[src/rtl/acq_seq_pkg.sv]
// Purpose : shared register map, bit indices and FSM state type for the acquisition sequencer.
// Latency : n/a (constants and types only).
// Backpressure: n/a.
package acq_seq_pkg;

    // Avalon register addresses
    localparam logic [1:0] REG_CTRL       = 2'd0;
    localparam logic [1:0] REG_NUM_FRAMES = 2'd1;
    localparam logic [1:0] REG_STATUS     = 2'd2;
    localparam logic [1:0] REG_FRAME_CNT  = 2'd3;

    // CTRL bit positions
    localparam int unsigned CTRL_START  = 0;
    localparam int unsigned CTRL_ABORT  = 1;
    localparam int unsigned CTRL_IRQ_EN = 2;

    // STATUS bit positions
    localparam int unsigned ST_BUSY    = 0;
    localparam int unsigned ST_DONE    = 1;
    localparam int unsigned ST_TIMEOUT = 2;
    localparam int unsigned ST_ABORTED = 3;

    typedef enum logic [1:0] {
        IDLE      = 2'd0,
        ARM       = 2'd1,
        WAIT_DONE = 2'd2
    } state_t;

endpackage

[src/rtl/acq_seq_edge_det.sv]
// Purpose : rising-edge detect of the datapath acq_done level, optional 2-flop synchronizer.
// Latency : done_rise combinational from the (synchronized) level; +2 cycles with ACQ_SEQ_DONE_SYNC_EN.
// Backpressure: none, single-cycle pulse output.
//
// Ports: clk, reset (sync, active-high), acq_done (level in), done_rise (1-cycle pulse out).
// Build option: define ACQ_SEQ_DONE_SYNC_EN when acq_done comes from another clock domain.
module acq_seq_edge_det (
    input  logic clk,
    input  logic reset,
    input  logic acq_done,
    output logic done_rise
);

    logic done_s;
    logic done_q;

`ifdef ACQ_SEQ_DONE_SYNC_EN
    logic sync_ff1;
    logic sync_ff2;

    always_ff @(posedge clk) begin
        if (reset) begin
            sync_ff1 <= 1'b0;
            sync_ff2 <= 1'b0;
        end else begin
            sync_ff1 <= acq_done;
            sync_ff2 <= sync_ff1;
        end
    end

    assign done_s = sync_ff2;
`else
    assign done_s = acq_done;
`endif

    always_ff @(posedge clk) begin
        if (reset) begin
            done_q <= 1'b0;
        end else begin
            done_q <= done_s;
        end
    end

    assign done_rise = done_s & ~done_q;

endmodule

[src/rtl/acq_seq_ctrl.sv]
// Purpose : Avalon-MM sequencer issuing one acq_start pulse per frame and counting acq_done edges.
// Latency : readdata 1 cycle after address; acq_start asserted the cycle after START is written.
// Backpressure: none; writes always accepted, START ignored while a sequence is running.
//
// Ports: clk, reset (sync, active-high); Avalon slave address/write/writedata/readdata;
//        acq_done (datapath level in), acq_start (frame trigger out), busy, irq (level).
// Build option: ACQ_SEQ_DONE_SYNC_EN adds a 2-flop synchronizer on acq_done.
module acq_seq_ctrl
    import acq_seq_pkg::*;
#(
    parameter int CNT_W          = 16,
    parameter int TIMEOUT_CYCLES = 1000000,
    parameter int START_PULSE_W  = 4
) (
    input  logic        clk,
    input  logic        reset,
    input  logic [1:0]  address,
    input  logic        write,
    input  logic [31:0] writedata,
    output logic [31:0] readdata,
    input  logic        acq_done,
    output logic        acq_start,
    output logic        busy,
    output logic        irq
);

    localparam int TMO_W = $clog2(TIMEOUT_CYCLES);
    localparam int PW_W  = (START_PULSE_W > 1) ? $clog2(START_PULSE_W) : 1;
    localparam logic [TMO_W-1:0] TMO_LAST = TMO_W'(TIMEOUT_CYCLES - 1);
    localparam logic [PW_W-1:0]  PW_LAST  = PW_W'(START_PULSE_W - 1);
    localparam logic [CNT_W-1:0] CNT_ONE  = CNT_W'(1);
    localparam logic [CNT_W-1:0] CNT_MAX  = {CNT_W{1'b1}};

    state_t             state;
    logic               irq_en;
    logic [CNT_W-1:0]   num_frames;
    logic [CNT_W-1:0]   frames_left;
    logic [CNT_W-1:0]   frame_cnt;
    logic [TMO_W-1:0]   tmo_cnt;
    logic [PW_W-1:0]    pulse_cnt;
    logic               done_flag;
    logic               timeout_flag;
    logic               aborted_flag;
    logic               done_rise;
    logic [31:0]        rd_mux;

    logic wr_ctrl;
    logic wr_num;
    logic wr_status;
    logic start_req;
    logic abort_req;
    logic unused_wd;

    assign wr_ctrl   = write && (address == REG_CTRL);
    assign wr_num    = write && (address == REG_NUM_FRAMES);
    assign wr_status = write && (address == REG_STATUS);
    assign abort_req = wr_ctrl && writedata[CTRL_ABORT];
    // ABORT in the same write suppresses START
    assign start_req = wr_ctrl && writedata[CTRL_START] && !writedata[CTRL_ABORT];
    assign unused_wd = ^writedata;

    acq_seq_edge_det u_edge_det (
        .clk       (clk),
        .reset     (reset),
        .acq_done  (acq_done),
        .done_rise (done_rise)
    );

    assign irq = irq_en & (done_flag | timeout_flag | aborted_flag);

    always_comb begin
        rd_mux = '0;
        case (address)
            REG_CTRL:       rd_mux[CTRL_IRQ_EN] = irq_en;
            REG_NUM_FRAMES: rd_mux[CNT_W-1:0]   = num_frames;
            REG_STATUS: begin
                rd_mux[ST_BUSY]    = busy;
                rd_mux[ST_DONE]    = done_flag;
                rd_mux[ST_TIMEOUT] = timeout_flag;
                rd_mux[ST_ABORTED] = aborted_flag;
            end
            default:        rd_mux[CNT_W-1:0]   = frame_cnt;
        endcase
    end

    always_ff @(posedge clk) begin
        if (reset) begin
            readdata     <= '0;
            state        <= IDLE;
            busy         <= 1'b0;
            acq_start    <= 1'b0;
            irq_en       <= 1'b0;
            num_frames   <= '0;
            frames_left  <= '0;
            frame_cnt    <= '0;
            tmo_cnt      <= '0;
            pulse_cnt    <= '0;
            done_flag    <= 1'b0;
            timeout_flag <= 1'b0;
            aborted_flag <= 1'b0;
        end else begin
            readdata <= rd_mux;

            if (wr_ctrl) begin
                irq_en <= writedata[CTRL_IRQ_EN];
            end
            if (wr_num) begin
                num_frames <= writedata[CNT_W-1:0];
            end
            // W1C first; hardware sets below come later and therefore win
            if (wr_status) begin
                done_flag    <= done_flag    & ~writedata[ST_DONE];
                timeout_flag <= timeout_flag & ~writedata[ST_TIMEOUT];
                aborted_flag <= aborted_flag & ~writedata[ST_ABORTED];
            end

            case (state)
                IDLE: begin
                    if (start_req) begin
                        if (num_frames == '0) begin
                            done_flag <= 1'b1;
                        end else begin
                            state        <= ARM;
                            busy         <= 1'b1;
                            acq_start    <= 1'b1;
                            pulse_cnt    <= '0;
                            frames_left  <= num_frames;
                            frame_cnt    <= '0;
                            done_flag    <= 1'b0;
                            timeout_flag <= 1'b0;
                            aborted_flag <= 1'b0;
                        end
                    end
                end

                ARM: begin
                    if (abort_req) begin
                        state        <= IDLE;
                        busy         <= 1'b0;
                        acq_start    <= 1'b0;
                        aborted_flag <= 1'b1;
                    end else if (pulse_cnt == PW_LAST) begin
                        state     <= WAIT_DONE;
                        acq_start <= 1'b0;
                        tmo_cnt   <= '0;
                    end else begin
                        pulse_cnt <= pulse_cnt + PW_W'(1);
                    end
                end

                WAIT_DONE: begin
                    if (abort_req) begin
                        state        <= IDLE;
                        busy         <= 1'b0;
                        aborted_flag <= 1'b1;
                    end else if (done_rise) begin
                        // a done edge on the expiry cycle still counts the frame
                        if (frame_cnt != CNT_MAX) begin
                            frame_cnt <= frame_cnt + CNT_ONE;
                        end
                        frames_left <= frames_left - CNT_ONE;
                        if (frames_left == CNT_ONE) begin
                            state     <= IDLE;
                            busy      <= 1'b0;
                            done_flag <= 1'b1;
                        end else begin
                            state     <= ARM;
                            acq_start <= 1'b1;
                            pulse_cnt <= '0;
                        end
                    end else if (tmo_cnt == TMO_LAST) begin
                        state        <= IDLE;
                        busy         <= 1'b0;
                        timeout_flag <= 1'b1;
                    end else begin
                        tmo_cnt <= tmo_cnt + TMO_W'(1);
                    end
                end

                default: begin
                    state     <= IDLE;
                    busy      <= 1'b0;
                    acq_start <= 1'b0;
                end
            endcase
        end
    end

endmodule

[config.mk]
export PLATFORM = sky130hd
export DESIGN_NAME = acq_seq_ctrl
export DESIGN_NICKNAME = d
export VERILOG_FILES = /design/src/rtl/acq_seq_pkg.sv /design/src/rtl/acq_seq_edge_det.sv /design/src/rtl/acq_seq_ctrl.sv
export SDC_FILE = /design/constraint.sdc
export NUM_CORES = 1
export LEC_CHECK = 0
export BUFFER_PORTS_ARGS = -buffer_cell sky130_fd_sc_hd__buf_2
export CAP_MARGIN = 15
export CORE_MARGIN = 5
export CORE_UTILIZATION = 35
export DETAILED_ROUTE_END_ITERATION = 8
export MAX_ROUTING_LAYER = met4
export PLACE_DENSITY_LB_ADDON = 0.25
export SLEW_MARGIN = 25
export SYNTH_ARGS = -nofsm -noshare
export SYNTH_HDL_FRONTEND = slang
export SYNTH_SLANG_ARGS = --single-unit
[constraint.sdc]
create_clock -name clk -period 4.3 [get_ports clk]
set_clock_uncertainty 0.05 [all_clocks]
set_input_delay 0.43 -clock clk [delete_from_list [all_inputs] [get_ports clk]]
set_output_delay 0.43 -clock clk [all_outputs]
set_load 0.005 [all_outputs]
==> results of run 1 <==
[how the worst min path moves through the flow]
stage	from	to	slack, ns
2_1_floorplan	frames_left[10]	frames_left[10]	0.40
3_3_place_gp	frames_left[14]	frames_left[14]	0.41
3_5_place_dp	frames_left[14]	frames_left[14]	0.42
4_1_cts	writedata[6]	num_frames[6]	0.25
5_1_grt	writedata[13]	num_frames[13]	0.27
6_report	writedata[6]	num_frames[6]	0.26
[logic make-up (layout without fill, tap and decap cells)]
family                     after synthesis  in the layout  share of synthesized area
AOI/OAI and AO/OA                      132            132                     0.1731
buffers and inverters                   60             72                    0.06054
and+or+nand+nor                        259            259                     0.2771
adders and majority gates                9              9                    0.02261
xor gates and xnor gates                14             14                    0.02462
other                                    1             16                  0.0007529
muxes                                   28             28                    0.05953
DFF                                     95             95                     0.3818
[power groups by stage]
stage / combinational [mW] / clock (mW) / sequential (mW)
finish: 0.128 / 0.813 / 0.904
global route: 0.143 / 0.879 / 0.904
CTS: 0.127 / 0.837 / 0.903
detailed placement: 0.126 / 0 / 0.924
global placement: 0.124 / 0 / 0.923
floorplan: 0.103 / 0 / 0.918
[registers in the layout, summed over array words and instances, names as in the netlist]
| signal | cells |
|---|---|
| u_edge_det.done_q | 1 |
| tmo_cnt | 20 |
| aborted_flag | 1 |
| timeout_flag | 1 |
| frame_cnt | 16 |
| readdata | 16 |
| frames_left | 16 |
| irq_en | 1 |
| state | 2 |
| acq_start | 1 |
| done_flag | 1 |
| busy | 1 |
| num_frames | 16 |
| pulse_cnt | 2 |
[layer usage]
| metal | global-route usage | routed length (microns) |
|---|---|---|
| met1 | 0.2136 | 6202 |
| met2 | 0.2378 | 5826 |
| met3 | 0.02927 | 517 |
| met4 | 0.06238 | 218 |
| met5 | - | 0 |
[synth_stat cells, types with 8 or more instances]
cell,number,area (sq um)
dfxtp_1,95,1902
nand2_1,65,244.0
a21oi_1,52,260.3
nor2_1,51,191.4
nand3_1,31,155.2
clkbuf_1,24,90.09
mux2i_1,24,240.2
nor4_1,17,106.4
o21ai_0,17,85.08
buf_4,16,120.1
nor3_1,13,65.06
nand3b_1,11,82.58
o31ai_1,11,82.58
or3_1,11,68.82
inv_1,10,37.54
nand4_1,10,62.56
ha_1,9,112.6
o32ai_1,9,78.83
or4_1,9,67.56
xnor2_1,9,78.83
nor4b_1,8,70.07
[final cells by class]
type / instances / area (sq um) / share of cell area
Tap cell: 180 / 225.2 / 0.04066
Timing Repair Buffer: 45 / 237.7 / 0.04292
Clock inverter: 5 / 56.30 / 0.01016
Clock buffer: 11 / 242.7 / 0.04382
Inverter: 11 / 41.29 / 0.007454
Multi-Input combinational cell: 458 / 2834 / 0.5116
Sequential cell: 95 / 1902 / 0.3433
[cell usage in the layout (no fill, tap or decap), types with 6 or more instances in the layout]
cell,instances
a21oi_1,52
a22oi_1,6
and3_1,7
buf_2,40
clkbuf_16,9
conb_1,16
dfxtp_1,95
ha_1,9
inv_1,10
mux2i_1,24
nand2_1,65
nand3_1,31
nand3b_1,11
nand4_1,10
nor2_1,51
nor3_1,13
nor4_1,17
nor4b_1,8
o21ai_0,16
o31ai_1,11
o32ai_1,9
or3_1,11
or4_1,9
xnor2_1,9
[stage by stage]
step                std cells  utilization  total power [mW]  setup slack (ns)
floorplan                 613            -             1.022             2.140
global placement          789       0.3760             1.047             1.334
detailed placement        789       0.3760             1.050             1.303
CTS                       805       0.3975             1.868             1.289
global route              805       0.3975             1.927            0.9924
finish                    805       0.3975             1.845             1.266
[tightest hold or removal path: stages]
cell	delay, ns
buf_2	0.10
nand2_1	0.04
a21oi_1	0.05
==> impl_metrics.ini, run 1 <==
[status]
status = completed

[synth]
yosysUniqueCellTypes = 64
synth-seq-area-share = 0.3818
ys_async_sr_fraction = 0
ys_ff_latch = 95
syn_area_per_cell_sq_um = 8.329
syn-cell-area_sq_um = 4981
ys.flop_type = dfxtp_1
synth-edff-count = 0
yosysWarnings = 0
syn_inst = 598

[grt]
grt_max_degree = 45
grt_pass1_vias = 4092
grt_pass1_wl_microns = 20740
grt-ovfl-total = 0
track_usage = 0.1592
antenna_found_initial = 0

[pwr]
seqPwrFrac = 0.490
powerDensity_nw_per_um2 = 333.1
power_leakage_nw = 1.939
power.internal_mw = 1.401
ir_drop_mv = 0.1412
swShare = 0.2408
p_sw_mw = 0.4443
p_comb_frac = 0.069
clock_power_share = 0.441

[layout]
nNetsFinal = 667
post_route_cells_drive_above_1_share = 0.1184
n_fill_cell = 1431
postLayoutCellArea_sq_um = 5539
n_antenna_cell = 0
syn_to_final_growth_pct = 11.20

[timing]
worstMarginPinSlew_ns = 0.9696
max_freq_mhz = 329.6
min_period_ns = 3.034
rsz0062_at_grt = no
relSlewSlack = 0.3517
timing.final.max_slew_violations = 0
setup_viol = 0
period_share = 0.7057
hold_ws_ns = 0.2643
setup_tns_ns = 0
hold_viol_final = 0

[worst_setup_path]
startpoint = state[0]
crit_path_frequent_cell = inv_1
startpoint_type = flip-flop
required_ns = 4.53
worst-path-buf-inv = 3
max_stage_delay_ns = 0.48
r2r_slack_ns = 1.27
cp-end-kind = flip-flop
critPathMaxFanout = 26
cp_top_family = compound AO/OA/AOI/OAI gates
path_class = flip-flop to flip-flop
crit_chain = inv_1 -> ha_1 -> inv_1 -> o31ai_4 -> o211ai_2 -> buf_4 -> a211o_1 -> a21oi_1
crit_cells = 8
reg2reg_to = frames_left[1]
r2r-start = state[0]
rr_worst_depth = 8
crit_path_end = frames_left[1]
cp.arrival_ns = 3.26
crit_path_top_delay_cell = o31ai_4

[cts]
numCtsBuffers = 9
clkTransAtPathRegs_ns = 0.06
cts_tree = done
cts_hold_buf = 0
root_buffer = clkbuf_16
cts_resized = 0
clk_latency_ns = 0.35
cts.sinks = 95
cts_max_path_buffers = 2
postCtsSetupBuffers = 0
htreeDepth = 3

[detailed_routing]
viasPerCell = 5.494
drc = 0
wire_per_inst_microns = 15.86
drt-total-wl_microns = 12770
dr.pass1.iters = 5
initialDrtViolationCount = 345
vias = 4423
ant_nets = 0

[die]
die_h_microns = 129.3
io_pins = 73
die_area_sq_um = 16720
rows = 43
die_x_microns = 129.3
coreArea_sq_um = 13930
start_util = 0.3575

[min_path]
hold_class = input pin to flip-flop
worstHoldPathCells = 3

[placement]
port_buffers = 40
place_area_sq_um = 5240
dp_hpwl_microns = 8975
place.gp.congestion = 0.8145

[run]
maxCapViolations = 0
Power figures use the tool's default switching activity.
==> run 2: changes to the inputs <==
- clock period: 4.3 -> 3.1 ns (I/O delays scaled with it)
==> run 2 against run 1 <==
Against the previous run: core utilization increased by 0.58 points; register-to-register slack got worse by 0.84 ns; hold slack got worse by 0.13 ns; power rose by 43%; critical path depth did not move; die area did not move; flip-flop and latch count did not move; wire length shrank 0.13%; global-route usage increased by 0.13 points; via count increased by 0.38%; fmax up 14%; combinational power grew 42%; largest cell class unchanged; largest power group unchanged.
==> impl_metrics.ini, run 2 (synthesis gave the netlist of run 1 again) <==
[status]
status = completed

[detailed_routing]
vias = 4440
wire_per_inst_microns = 15.70
drt-total-wl_microns = 12750
viasPerCell = 5.468
initialDrtViolationCount = 365
dr.pass1.iters = 5
ant_nets = 0
drc = 0

[worst_setup_path]
crit_path_end = frame_cnt[8]
reg2reg_to = frame_cnt[8]
rr_worst_depth = 8
path_class = flip-flop to flip-flop
required_ns = 3.33
cp.arrival_ns = 2.90
r2r-start = state[0]
critPathMaxFanout = 24
cp-end-kind = flip-flop
startpoint_type = flip-flop
startpoint = state[0]
r2r_slack_ns = 0.43

[timing]
period_share = 0.8612
worstMarginPinSlew_ns = 0.9523
rsz0062_at_grt = no
setup_viol = 0
max_freq_mhz = 374.6
hold_viol_final = 0
setup_tns_ns = 0
timing.final.max_slew_violations = 0
min_period_ns = 2.670
relSlewSlack = 0.3593

[pwr]
swShare = 0.2359
p_sw_mw = 0.6205
power.internal_mw = 2.010
p_comb_frac = 0.069
clock_power_share = 0.454
seqPwrFrac = 0.477
ir_drop_mv = 0.2473
power_leakage_nw = 1.984
powerDensity_nw_per_um2 = 467.9

[grt]
grt_pass1_wl_microns = 20730
grt_max_degree = 44
antenna_found_initial = 0
grt-ovfl-total = 0
grt_pass1_vias = 4087
track_usage = 0.1606

[layout]
post_route_cells_drive_above_1_share = 0.1266
postLayoutCellArea_sq_um = 5620
layout_commonest_cell = dfxtp_1
nNetsFinal = 674
n_antenna_cell = 0
largest_reg_flops = 20
regMostFlops = tmo_cnt
final_cell_mix = 95 x dfxtp_1, 65 x nand2_1, 52 x a21oi_1
syn_to_final_growth_pct = 12.84
n_fill_cell = 1404

[cts]
clkTransAtPathRegs_ns = 0.07
cts.sinks = 95
cts_max_path_buffers = 2
cts_resized = 0
cts_tree = done
htreeDepth = 3
postCtsSetupBuffers = 0
root_buffer = clkbuf_16
numCtsBuffers = 9
cts_hold_buf = 0
clk_latency_ns = 0.36

[die]
die_h_microns = 129.3
io_pins = 73
rows = 43
coreArea_sq_um = 13930
start_util = 0.3575
die_area_sq_um = 16720
die_x_microns = 129.3

[placement]
port_buffers = 40
place_area_sq_um = 5305
place.gp.congestion = 0.7885
dp_hpwl_microns = 9116

[min_path]
hold_class = input pin to flip-flop
worstHoldPathCells = 3

[run]
maxCapViolations = 0
-- run 2: worst min path at each step --
stage	from	endpoint	slack (ns)
floorplan	acq_done	u_edge_det.done_q	0.39
global placement	frames_left[14]	frames_left[14]	0.41
detailed placement	acq_start	acq_start	0.42
CTS	writedata[8]	num_frames[8]	0.13
global route	writedata[5]	num_frames[5]	0.14
finish	writedata[6]	num_frames[6]	0.14
-- run 2: layout make-up --
| class | count | area [sq um] | area share |
|---|---|---|---|
| clock inverters | 5 | 82.58 | 0.01469 |
| repair buffers | 52 | 302.8 | 0.05387 |
| clock buffers | 11 | 232.7 | 0.04141 |
| flip-flops and latches | 95 | 1902 | 0.3384 |
| multi-input cells | 458 | 2834 | 0.5042 |
| inverters | 11 | 41.29 | 0.007346 |
| well taps | 180 | 225.2 | 0.04007 |
-- run 2: power by group through the flow --
stage               combinational (mW)  clock (mW)  sequential [mW]
finish                           0.182        1.19             1.25
CTS                              0.182        1.22             1.25
floorplan                        0.143           0             1.27
global route                     0.203        1.27             1.25
detailed placement               0.181           0             1.28
global placement                 0.178           0             1.28
-- run 2: worst max-delay path, cell delays in order, from the launching register on --
cell and delay (ns):
dfxtp_1 0.34, inv_1 0.09, ha_1 0.39, inv_1 0.15
o31ai_4 0.39, o211ai_2 0.30, buf_12 0.24, nor4_1 0.41
mux2i_1 0.24
-- run 2: metal layers --
| layer | share of wire | global-route usage | routed length (microns) |
|---|---|---|---|
| met3 | 0.044 | 0.03462 | 557 |
| met4 | 0.012 | 0.04756 | 147 |
| met2 | 0.46 | 0.2430 | 5853 |
| met1 | 0.49 | 0.2161 | 6189 |
| met5 | 0 | - | 0 |
-- run 2: stage by stage --
step                      hold slack [ns]  setup slack [ns]  std cells  total power [mW]  utilization
after floorplan                    0.3882            0.9399        613             1.417            -
after global placement             0.4123            0.5115        796             1.459       0.3807
after detailed placement           0.4154            0.4648        796             1.462       0.3807
after CTS                          0.1320            0.4525        812             2.658       0.4033
after global routing               0.1381            0.2275        812             2.727       0.4033
final                              0.1385            0.4303        812             2.630       0.4033
==> run 3: changes to the inputs <==
- CORE_UTILIZATION: 35 -> 55
- PLACE_DENSITY: default -> 0.77
- PLACE_DENSITY_LB_ADDON: 0.25 -> default
==> run 3 against run 2 <==
Against the previous run: combinational power is 2% lower; non-clock buffer count decreased by 2; fmax rose by 1.8%; count of clock-buffer cells in the layout down 1; highest routed layer unchanged.
==> impl_metrics.ini, run 3 (synthesis gave the netlist of run 1 again) <==
[grt]
antenna_found_initial = 0
grt_max_degree = 45
track_usage = 0.2192
grt-ovfl-total = 0
grt_pass1_wl_microns = 19880
grt_pass1_vias = 4181

[layout]
postLayoutCellArea_sq_um = 5363
n_antenna_cell = 0
layout_commonest_cell = dfxtp_1
nNetsFinal = 672
regMostFlops = tmo_cnt
syn_to_final_growth_pct = 7.661
largest_reg_flops = 20
final_cell_mix = 95 x dfxtp_1, 65 x nand2_1, 52 x a21oi_1
post_route_cells_drive_above_1_share = 0.1240

[min_path]
min-delay-start = writedata[13]
hold_class = input pin to flip-flop

[timing]
setup_tns_ns = 0
max_freq_mhz = 381.4
worstMarginPinSlew_ns = 0.9331
min_period_ns = 2.622
period_share = 0.8458
timing.final.max_slew_violations = 0
hold_viol_final = 0
rsz0062_at_grt = no
setup_viol = 0
relSlewSlack = 0.3722

[cts]
cts_hold_buf = 0
postCtsSetupBuffers = 0
cts_max_path_buffers = 2
clk_latency_ns = 0.36
numCtsBuffers = 9
root_buffer = clkbuf_8
cts_tree = done
cts.sinks = 95
htreeDepth = 3
cts_resized = 0
clkTransAtPathRegs_ns = 0.09

[pwr]
ir_drop_mv = 0.1922
power_leakage_nw = 1.905
powerDensity_nw_per_um2 = 402.0
total_power_mw = 2.156

[placement]
place_area_sq_um = 5200
dp_hpwl_microns = 8607
port_buffers = 40
place.gp.congestion = 0.8218

[worst_setup_path]
cp.arrival_ns = 2.86
required_ns = 3.34
startpoint = state[0]
path_class = flip-flop to flip-flop
cp-end-kind = flip-flop
critPathMaxFanout = 44
startpoint_type = flip-flop
r2r-start = state[0]

[detailed_routing]
dr.pass1.iters = 7
vias = 4498
drc = 0
ant_nets = 0
viasPerCell = 6.103
drt-total-wl_microns = 11920
wire_per_inst_microns = 16.17
initialDrtViolationCount = 274

[run]
maxCapViolations = 0

[die]
rows = 34
coreArea_sq_um = 8763
die_h_microns = 105.2
die_x_microns = 105.2
die_area_sq_um = 11060
start_util = 0.5684
io_pins = 73

[status]
status = completed
[run 3: critical path, stage by stage, from the launching register on]
cell	delay, ns
dfxtp_1	0.35
inv_1	0.09
ha_1	0.35
inv_1	0.14
o31ai_4	0.36
o211ai_2	0.27
buf_12	0.26
or4_1	0.52
a21oi_1	0.15
[run 3: power breakdown]
part / internal [mW] / leakage, nW / switching [mW]
Sequential: 1.23 / 0.767 / 0.0179
Clock: 0.289 / 0.0825 / 0.436
Combinational: 0.0623 / 1.06 / 0.116
[run 3: per-stage QoR]
stage	setup WS, ns	instances	util	hold WS, ns
after global placement	0.5207	722	0.5934	0.4118
after detailed placement	0.4477	722	0.5934	0.4183
final	0.4779	737	0.6119	0.1252
after floorplan	0.9399	613	-	0.3882
after CTS	0.4191	737	0.6119	0.1210
after global routing	0.2605	737	0.6119	0.1245
[run 3: path summary, 6_finish.rpt]
check | to | slack (ns) | cells past startpoint
setup / recovery | frame_cnt[3] | 0.48 | 8
hold reg to reg | acq_start | 0.42 | 2
setup reg to reg | frame_cnt[3] | 0.48 | 8
hold / removal | num_frames[13] | 0.13 | 3
[run 3: cell type report]
type                            count  area [sq um]
Inverter                           11         41.29
Tap cell                          108         135.1
Timing Repair Buffer               50         287.8
Clock buffer                       10         127.6
Clock inverter                      5         35.03
Sequential cell                    95          1902
Multi-Input combinational cell    458          2834
Fill cell                         791          3401
[run 3: metal layers]
| layer | GRT usage | up-vias | share of wire |
|---|---|---|---|
| li1 | - | 2221 | - |
| met2 | 0.3453 | 128 | 0.48 |
| met1 | 0.2893 | 2127 | 0.45 |
| met4 | 0.07306 | 0 | 0.021 |
| met3 | 0.03144 | 22 | 0.049 |
| met5 | - | - | 0 |
